--- src/rtl/countdown_timer_100hz.sv ---
// Preset countdown at TICK_HZ with run/pause/done control.
// Count feeds the fnd_controller bcd input; o_done drives buzzer/LED.
module countdown_timer_100hz #(
   parameter int CLK_FREQ  = 100_000_000,
   parameter int TICK_HZ   = 100,
   parameter int MAX_COUNT = 9999
) (
   input  logic        clk,
   input  logic        reset,
   input  logic        i_run_stop,
   input  logic        i_clear,
   input  logic        i_load,
   input  logic [13:0] i_load_value,
   output logic [13:0] o_count,
   output logic        o_tick,
   output logic        o_running,
   output logic        o_done
);

   localparam int DIV = CLK_FREQ / TICK_HZ;
   localparam int PW  = $clog2(DIV);

   localparam logic [PW-1:0] PMAX = PW'(DIV - 1);
   localparam logic [13:0]   MAXV = 14'(MAX_COUNT);

   typedef enum logic [1:0] {
      IDLE  = 2'd0,
      RUN   = 2'd1,
      PAUSE = 2'd2,
      DONE  = 2'd3
   } state_t;

   state_t        state;
   state_t        state_n;
   logic [PW-1:0] presc;
   logic          term;
   logic          load_ok;
   logic [13:0]   load_sat;

   assign term     = (state == RUN) && (presc == PMAX);
   assign load_ok  = i_load && (state != RUN);
   assign load_sat = (i_load_value > MAXV) ? MAXV : i_load_value;

   always_comb begin
      state_n = state;
      case (state)
         IDLE: begin
            if (i_run_stop && (o_count != 14'd0))
               state_n = RUN;
         end
         RUN: begin
            if (term && (o_count == 14'd1))
               state_n = DONE;
            else if (!i_run_stop)
               state_n = PAUSE;
         end
         PAUSE: begin
            if (i_run_stop)
               state_n = RUN;
         end
         default: state_n = DONE;
      endcase
      if (load_ok)
         state_n = IDLE;
      if (i_clear)
         state_n = IDLE;
   end

   always_ff @(posedge clk) begin
      if (reset) begin
         state     <= IDLE;
         o_count   <= 14'd0;
         presc     <= '0;
         o_tick    <= 1'b0;
         o_running <= 1'b0;
         o_done    <= 1'b0;
      end else begin
         state     <= state_n;
         o_running <= (state_n == RUN);
         o_done    <= (state_n == DONE);
         o_tick    <= 1'b0;
         if (i_clear) begin
            o_count <= 14'd0;
            presc   <= '0;
         end else if (load_ok) begin
            o_count <= load_sat;
            presc   <= '0;
         end else begin
            case (state)
               RUN: begin
                  if (presc == PMAX) begin
                     presc <= '0;
                     // guard keeps the count from ever wrapping
                     if (o_count != 14'd0) begin
                        o_count <= o_count - 14'd1;
                        o_tick  <= 1'b1;
                     end
                  end else begin
                     presc <= presc + 1'b1;
                  end
               end
               PAUSE:   presc <= presc;
               default: presc <= '0;
            endcase
         end
      end
   end

endmodule

--- config.mk ---
export PLATFORM = sky130hd
export DESIGN_NAME = countdown_timer_100hz
export DESIGN_NICKNAME = d
export VERILOG_FILES = /design/src/rtl/countdown_timer_100hz.sv
export SDC_FILE = /design/constraint.sdc
export NUM_CORES = 1
export LEC_CHECK = 0
export ABC_AREA = 1
export CELL_PAD_IN_SITES_DETAIL_PLACEMENT = 1
export CELL_PAD_IN_SITES_GLOBAL_PLACEMENT = 1
export CORE_ASPECT_RATIO = 0.6
export CORE_MARGIN = 3
export CORE_UTILIZATION = 42
export CTS_BUF_LIST = sky130_fd_sc_hd__clkbuf_4
export CTS_CLUSTER_DIAMETER = 100
export CTS_CLUSTER_SIZE = 24
export DETAILED_ROUTE_END_ITERATION = 10
export HOLD_SLACK_MARGIN = 0.02
export PLACE_DENSITY_LB_ADDON = 0.1
export REMOVE_ABC_BUFFERS = 1
export SKIP_LAST_GASP = 1
export SLEW_MARGIN = 30
export SYNTH_ARGS = -nofsm -noshare
export SYNTH_HDL_FRONTEND = slang
export SYNTH_SLANG_ARGS = --single-unit
--- constraint.sdc ---
create_clock -name clk -period 4.6 [get_ports clk]
set_input_delay 0.46 -clock clk [delete_from_list [all_inputs] [get_ports clk]]
set_output_delay 0.46 -clock clk [all_outputs]
set_load 0.02 [all_outputs]
==> metrics.txt, run 1 <==
outcome=finished, final reports clean; CTS H-tree lvls=2; global-route wire length before repair=15,800 µm; Die Ht=67.6 µm; number of hold violations in the final report=0; number of DRC markers in iteration 0=209; Slowest Stage Delay on Critical Path=0.42 ns; number of fill cells=843; worst-skew pair later-pin latency=0.37 ns; Post-DRT Antenna Nets=0; Congestion Overflow GR=0; Gate power share=23.0%; DR vias=3,063; CP max FO=17; PD cells=232 mW/mm²; CP arrival=2.66 ns; std cell rows=21; Cells after Synth=447; DP Area=0.00306 mm²; Layout Cells excl Fill=562; Clock power frac=28.1%; post-synth cell types=31; crit path launch type=register; die width=109 µm; Slowest-stage cell, CP=dfxtp_1; maxcap violations=0; ys flop type=dfxtp_1; DRC Markers=0; Net count, final=504; number of synthesized flops with an enable pin=0; Die Area=0.00735 mm²; fmax=417 MHz; Seq/Total Area, Yosys=29.4%; final wirelength=9820 µm; PortBufs=35; layout cell share with drive strength beyond 1=6.64%; Post-CTS Setup Inserts=0; design area=0.00312 mm²; total CTS buffers=5; number of synthesized register bits=39; CP Cell Sequence=ha_1, nand3_2, inv_1, nand3_2, nor2_4, nand3_4, nand2_4, inv_1, nor2_1, nor2_1; P&R area growth vs syn=17.4%; yosys warns=0; post-synth top area share=29.4%; post-synthesis cell area=0.00266 mm²; synth cell count leaders=nand2_1 (137), nor2_1 (78), inv_1 (47); Cell Int Power=0.000476 W; drt wl/cell=17.5 µm; GRT Overall Usage=28.3%; delay-heaviest family, CP=simple AND/OR/NAND/NOR gates; kind of critical path=reg -> reg; critical path endpoint category=register; initial cell density of the core=45.6%; ANT cells=0; minimum clock period=2.40 ns; async set or reset register ratio after synthesis=0%; worst rel slew slack=61.1%; Post-DP HPWL=7650 µm; WP buf/inv=2; post-cts resize count=0; RSZ-0062 raised after global routing=no; Pre-antenna DRT Iters=4; syn avg cell area=5.95 µm²; maximum vdd ir drop=121 µV; Core ar.=0.00583 mm²; Clock Skews=0.0173 ns; placed cells=554; Pins Over Slew Limit=0; vias in the first global route=3,044; initial antenna violation count=0; measured slew at the worst slew-check pin=0.581 ns; hold buffer count at cts=0; ratio of final minimum period to clock period=52.1%; largest net degree at the start of global routing=27; Seq pwr share=48.9%; CTS clk-pin slew, worst paths=0.14 ns; NetSw=0.000248 W; final setup fails=0; GPL Wtd Cong=0.932; most frequent cell after synthesis=nand2_1; largest area contributor in the netlist=dfxtp_1; Switching Share=34.2%; io pins=36; CTS tree=done; setup TNS=0 ns; CP required=4.87 ns; TritonCTS Sinks=39; vias per inst=5.45; top cells by area, synth=dfxtp_1 (29%), nand2_1 (19%), nor2_1 (11%); Pleak=1.25 nW; CTS Buffer Depth=2; Root Driver=clkbuf_4; Min-Delay Path Class=reg -> reg
==> worst paths after layout <==
kind,to,cells after the start,from,slack (ns)
max,o_count[0],10,presc[0],2.20
min,presc[13],2,presc[13],0.53
max reg2reg,o_count[0],10,presc[0],2.20
min reg2reg,presc[13],2,presc[13],0.53
==> layout by cell type (no fill, tap or decap), types with 5 or more instances in the layout <==
master	synthesis	layout
dfxtp_1	39	39
nand2_1	137	137
clkbuf_4	0	7
o21ai_0	12	12
xor2_1	5	5
nand3_2	6	6
nand3_1	40	40
a21oi_1	29	29
nand4_1	10	10
inv_1	47	47
clkdlybuf4s50_1	0	35
nor2_1	78	78
==> cells by family (layout without fill, tap and decap cells) <==
logic type / after synthesis / after routing / share of synthesized area (%)
compound gates: 45 / 45 / 8.75
xor+xnor: 7 / 7 / 2.31
fa+ha+maj: 4 / 4 / 1.88
buf+inv: 59 / 94 / 9.03
flops: 39 / 39 / 29.4
simple gates: 293 / 293 / 48.7
==> power by group through the flow <==
stage / Combinational, W / Clock (W) / Sequential [W]
5_1_grt: 0.000185 / 0.000217 / 0.000355
4_1_cts: 0.000164 / 0.000201 / 0.000353
3_3_place_gp: 0.000156 / 0 / 0.000360
3_5_place_dp: 0.000163 / 0 / 0.000361
2_1_floorplan: 0.0000909 / 0 / 0.000365
6_report: 0.000167 / 0.000204 / 0.000354
==> registers in the layout, indices dropped and copies added (netlist names) <==
| signal | flops |
|---|---|
| presc | 20 |
| o_count | 14 |
| state | 2 |
| o_done | 1 |
| o_running | 1 |
| o_tick | 1 |
==> worst min-delay path, stage by stage (launching register included) <==
cell and delay (ns):
dfxtp_1 0.37, nand2_1 0.07, a21oi_1 0.06
==> metrics by stage <==
stage / hold slack [ns] / total power, W / worst slack (ns) / utilization (%)
detailed placement: 0.506 / 0.000523 / 2.18 / 52.5
global route: 0.559 / 0.000758 / 2.02 / 53.5
CTS: 0.528 / 0.000718 / 2.27 / 53.5
global placement: 0.485 / 0.000516 / 2.24 / 52.5
floorplan: 0.472 / 0.000456 / 2.91 / -
finish: 0.532 / 0.000724 / 2.20 / 53.5
==> routing by layer <==
metal / up-vias / track usage (%) / share of wire (%)
met2: 83 / 40.1 / 39
met1: 1491 / 42.7 / 53
met4: 0 / 4.88 / 0.59
met5: - / 0 / 0
li1: 1484 / - / -
met3: 5 / 7.64 / 7.4
==> cell type report <==
| cell class | instances | area (µm²) | area share (%) |
|---|---|---|---|
| multi-input cells | 349 | 1640 | 52.5 |
| flip-flops and latches | 39 | 781 | 25.0 |
| repair buffers | 36 | 358 | 11.5 |
| inverters | 50 | 188 | 6.01 |
| well taps | 80 | 100 | 3.21 |
| clock buffers | 7 | 52.6 | 1.68 |
| clock inverters | 1 | 5.00 | 0.160 |
Power figures use the tool's default switching activity.
==> inputs of run 2 (changes only) <==
--- a/config.mk
+++ b/config.mk
@@ -10,7 +10,7 @@
 export CELL_PAD_IN_SITES_GLOBAL_PLACEMENT = 1
 export CORE_ASPECT_RATIO = 0.6
 export CORE_MARGIN = 3
-export CORE_UTILIZATION = 42
+export CORE_UTILIZATION = 35
 export CTS_BUF_LIST = sky130_fd_sc_hd__clkbuf_4
 export CTS_CLUSTER_DIAMETER = 100
 export CTS_CLUSTER_SIZE = 24
==> constraint.sdc (replaced) <==
create_clock -name clk -period 2.2 [get_ports clk]
set_input_delay 0.22 -clock clk [delete_from_list [all_inputs] [get_ports clk]]
set_output_delay 0.22 -clock clk [all_outputs]
set_load 0.02 [all_outputs]
==> metrics.txt, run 2 (synthesis results as in run 1) <==
CP arrival=2.20 ns; most common cell after layout, fill and taps aside=nand2_1; PD cells=523 mW/mm²; Min-Delay Path Class=reg -> reg; worst rel slew slack=65.1%; worst r2r src=presc[1]; top flop regs=presc: 20 flops, o_count: 14 flops, state: 2 flops; Congestion Overflow GR=0; ANT cells=0; GPL Wtd Cong=0.871; number of hold violations in the final report=0; DRC Markers=0; Biggest register=presc; DR vias=2,963; number of DRC markers in iteration 0=186; Worst Hold Endpoint=o_count[11]; vias per inst=4.97; layout cell share with drive strength beyond 1=9.48%; CP max FO=9; CTS Buffer Depth=2; hold path start=o_count[11]; vias in the first global route=2,894; Pleak=1.34 nW; fmax=523 MHz; most used cell, CP=nand3_2; Clock Skews=0.0162 ns; worst reg2reg path endpoint=o_count[6]; initial antenna violation count=0; TritonCTS Sinks=39; Crit. Startpoint=presc[1]; maximum vdd ir drop=252 µV; Net count, final=518; Slowest-stage cell, CP=dfxtp_1; P&R area growth vs syn=24.2%; CP Cell Sequence=ha_2, nand3_2, inv_1, nand3_2, nor2_4, nand3_4, buf_4, o21ai_0, nor2_1; CP required=2.49 ns; design area=0.00330 mm²; final setup fails=0; CTS tree=done; die width=119 µm; number of fill cells=1,007; minimum clock period=1.91 ns; CTS clk-pin slew, worst paths=0.13 ns; std cell rows=23; Post-DP HPWL=7320 µm; count of cells along the worst hold path=2; DP Area=0.00316 mm²; worst-skew pair later-pin latency=0.38 ns; Pre-antenna DRT Iters=4; Slowest Stage Delay on Critical Path=0.41 ns; post-place setup slack=0.164 ns; ratio of final minimum period to clock period=86.9%; kind of critical path=reg -> reg; io pins=36; initial cell density of the core=37.9%; CTS H-tree lvls=2; final wirelength=9280 µm; Core ar.=0.00702 mm²; total CTS buffers=5; path depth of the worst reg2reg path=9; setup slack after layout=0.289 ns; placed cells=584; hold buffer count at cts=0; Pins Over Slew Limit=0; outcome=finished, final reports clean; Die Ht=73.5 µm; most frequent cells in the layout=nand2_1 (137), nor2_1 (78), inv_1 (47), nand3_1 (40), dfxtp_1 (39); largest net degree at the start of global routing=26; GRT Overall Usage=22.3%; PortBufs=35; critical path endpoint category=register; crit path launch type=register; Root Driver=clkbuf_4; measured slew at the worst slew-check pin=0.522 ns; setup TNS=0 ns; Largest register FFs=20; maxcap violations=0; global-route wire length before repair=15,200 µm; drt wl/cell=15.6 µm; Die Area=0.00871 mm²; Post-DRT Antenna Nets=0; worst hold slack=0.518 ns; Layout Cells excl Fill=596; Reg2Reg Setup Slack=0.29 ns; RSZ-0062 raised after global routing=no
==> run 2: worst max-delay path, delay by kind of cell, from the launching register on <==
family | cells | cell delay [ns]
simple gates | 5 | 0.65
flops | 1 | 0.41
buf+inv | 2 | 0.34
compound gates | 1 | 0.18
fa+ha+maj | 1 | 0.26
==> run 2: layout make-up <==
cell class / count / area [µm²] / area share [%]
clock buffer: 6 / 45.0 / 1.36
clock inverter: 2 / 60.1 / 1.82
inverter: 50 / 188 / 5.68
multi-input combinational: 349 / 1640 / 49.7
sequential: 39 / 781 / 23.6
tap: 100 / 125 / 3.79
timing repair buffer: 50 / 463 / 14.0
==> run 2: worst max-delay path by stage <==
| stage | to | cells past startpoint | slack (ns) |
|---|---|---|---|
| 2_1_floorplan | o_count[4] | 10 | 0.51 |
| 3_3_place_gp | o_count[4] | 10 | 0.26 |
| 3_5_place_dp | o_count[4] | 10 | 0.16 |
| 4_1_cts | o_count[0] | 10 | 0.12 |
| 5_1_grt | o_count[6] | 9 | 0.11 |
| 6_report | o_count[6] | 9 | 0.29 |
==> run 2: through the flow <==
step	total power [W]	utilization, %
after floorplan	0.000954	-
after global placement	0.00109	45.1
after detailed placement	0.00110	45.1
after CTS	0.00174	46.6
after global routing	0.00181	47.0
final	0.00173	47.0
==> run 2: per-layer routing <==
metal  vias up  GRT usage (%)  share of wire [%]
li1       1513              -                  -
met1      1378           36.2                 58
met2        64           28.2                 35
met3         8           5.23                6.1
met4         0           5.26               0.92
met5         -              0                  0
==> run 2: where the power goes <==
group	total, W	switching (W)	internal, W	leakage (nW)
clock network	0.000638	0.000272	0.000367	0.0559
registers	0.000738	0.0000178	0.000720	0.316
logic	0.000350	0.000216	0.000134	0.965
total	0.00173	0.000505	0.00122	1.34
==> run 2: what timing repair did <==
action,in CTS,in global routing
endpoints found under the setup margin,0,5
resized for setup,0,1
setup buffers,0,4
==> inputs of run 3 (changes only) <==
--- a/config.mk
+++ b/config.mk
@@ -10,7 +10,7 @@
 export CELL_PAD_IN_SITES_GLOBAL_PLACEMENT = 1
 export CORE_ASPECT_RATIO = 0.6
 export CORE_MARGIN = 3
-export CORE_UTILIZATION = 35
+export CORE_UTILIZATION = 39
 export CTS_BUF_LIST = sky130_fd_sc_hd__clkbuf_4
 export CTS_CLUSTER_DIAMETER = 100
 export CTS_CLUSTER_SIZE = 24
@@ -19,7 +19,7 @@
 export PLACE_DENSITY_LB_ADDON = 0.1
 export REMOVE_ABC_BUFFERS = 1
 export SKIP_LAST_GASP = 1
-export SLEW_MARGIN = 30
+export SLEW_MARGIN = 20
 export SYNTH_ARGS = -nofsm -noshare
 export SYNTH_HDL_FRONTEND = slang
 export SYNTH_SLANG_ARGS = --single-unit
==> constraint.sdc (replaced) <==
create_clock -name clk -period 1.8 [get_ports clk]
set_input_delay 0.18 -clock clk [delete_from_list [all_inputs] [get_ports clk]]
set_output_delay 0.18 -clock clk [all_outputs]
set_load 0.02 [all_outputs]
==> metrics.txt, run 3 (synthesis results as in run 1) <==
DRC Markers=0; Reg2Reg Setup Slack=0.11 ns; Clock Skews=0.0132 ns; CTS Buffer Depth=2; initial antenna violation count=0; CP Cell Sequence=buf_4, clkdlybuf4s50_1; Pleak=1.40 nW; Slowest-stage cell, CP=clkdlybuf4s50_1; number of DRC markers in iteration 0=262; worst rel slew slack=72.7%; final setup fails=0; PD cells=552 mW/mm²; vias per inst=5.35; top flop regs=presc: 20 flops, o_count: 14 flops, state: 2 flops; number of hold violations in the final report=0; drt wl/cell=17.1 µm; global-route wire length before repair=16,500 µm; worst reg2reg path endpoint=presc[13]; ANT cells=0; ratio of final minimum period to clock period=95.4%; largest net degree at the start of global routing=26; Pre-antenna DRT Iters=5; crit path to=o_count[5]; most common cell after layout, fill and taps aside=nand2_1; minimum clock period=1.72 ns; layout cell share with drive strength beyond 1=15.5%; io pins=36; GPL Wtd Cong=0.863; Biggest register=presc; DR vias=3,182; outcome=finished, final reports clean; total CTS buffers=5; Congestion Overflow GR=0; initial cell density of the core=41.8%; Die Ht=70.0 µm; final wirelength=10,200 µm; P&R area growth vs syn=27.3%; Die Area=0.00788 mm²; most frequent cells in the layout=nand2_1 (137), nor2_1 (70), inv_1 (44), nand3_1 (40), clkdlybuf4s50_1 (35); std cell rows=22; setup slack after layout=0.0831 ns; kind of critical path=reg -> out; Net count, final=533; fmax=582 MHz; RSZ-0062 raised after global routing=yes; worst r2r src=presc[6]; maximum vdd ir drop=252 µV; Slowest Stage Delay on Critical Path=0.61 ns; Pins Over Slew Limit=0; PortBufs=35; Core ar.=0.00636 mm²; critical path endpoint category=output port; GRT Overall Usage=26.0%; maxcap violations=0; CP max FO=5; setup TNS=0 ns; CTS clk-pin slew, worst paths=0.12 ns; crit path launch type=register; Post-DP HPWL=8070 µm; Min-Delay Path Class=in -> reg; CP required=1.62 ns; CP arrival=1.54 ns; CTS tree=done; Root Driver=clkbuf_4; die width=113 µm; vias in the first global route=3,150; Largest register FFs=20; worst-skew pair later-pin latency=0.36 ns; path depth of the worst reg2reg path=8; Post-DRT Antenna Nets=0; post-place setup slack=0.0343 ns; CTS H-tree lvls=2; measured slew at the worst slew-check pin=0.409 ns; Crit. Startpoint=o_count[5]; TritonCTS Sinks=39
-- run 3: cell count changes in the layout (fill, tap and decap cells not counted), moves of 3 or more --
cell	previous run	this run
inv_1	47	44
dfxtp_1	39	34
dfxtp_2	0	5
nor2_1	78	70
nor2_2	4	11
inv_2	3	6
buf_4	15	29
-- run 3: final cells by class --
type                       instances  area (µm²)
clock buffer                       7        52.6
clock inverter                     1        5.00
timing repair buffer              65         579
sequential                        39         787
fill                             883        2970
multi-input combinational        349        1670
tap                               84         105
inverter                          50         188
-- run 3: layer usage --
metal	track usage, %	vias to the layer above	wire (µm)	part of all wire [%]
met4	3.73	0	48	0.47
li1	-	1540	-	-
met3	4.59	7	763	7.5
met2	36.9	103	4070	40
met1	41.1	1532	5290	52
met5	0	-	0	0
-- run 3: how the worst min path moves through the flow --
stage                       endpoint  cells past startpoint  slack (ns)             from
after floorplan           o_count[4]                      3        0.34            reset
after global placement      presc[1]                      2        0.49         presc[1]
after detailed placement    presc[1]                      2        0.50         presc[1]
after CTS                 o_count[3]                      3        0.47  i_load_value[3]
after global routing      o_count[3]                      3        0.49  i_load_value[3]
final                     o_count[6]                      5        0.52  i_load_value[6]
-- run 3: per-stage QoR --
stage	total power, W	cell area [µm²]	util, %	instances	hold WS [ns]
final	0.00187	3380	53.2	595	0.516
after detailed placement	0.00137	3280	51.6	586	0.503
after global placement	0.00135	3280	51.6	586	0.488
after floorplan	0.00117	2610	-	438	0.343
after global routing	0.00197	3380	53.2	595	0.492
after CTS	0.00186	3340	52.5	594	0.472
-- run 3: power breakdown --
group	internal [W]	switching [W]	leakage, nW
Sequential	0.000880	0.0000184	0.318
Combinational	0.000185	0.000286	1.05
Clock	0.000183	0.000318	0.0361
Total	0.00125	0.000622	1.40
-- run 3: worst max-delay path: cells and delay by family (launching register included) --
kind | cells | cell delay (ns)
buffers and inverters | 2 | 0.79
DFF | 1 | 0.39
-- run 3: repair_timing --
item / 4_1_cts / 5_1_grt
hold buffers: 0 / 0
gates resized for setup: 0 / 21
setup buffers: 0 / 1
setup endpoints to repair: 0 / 29
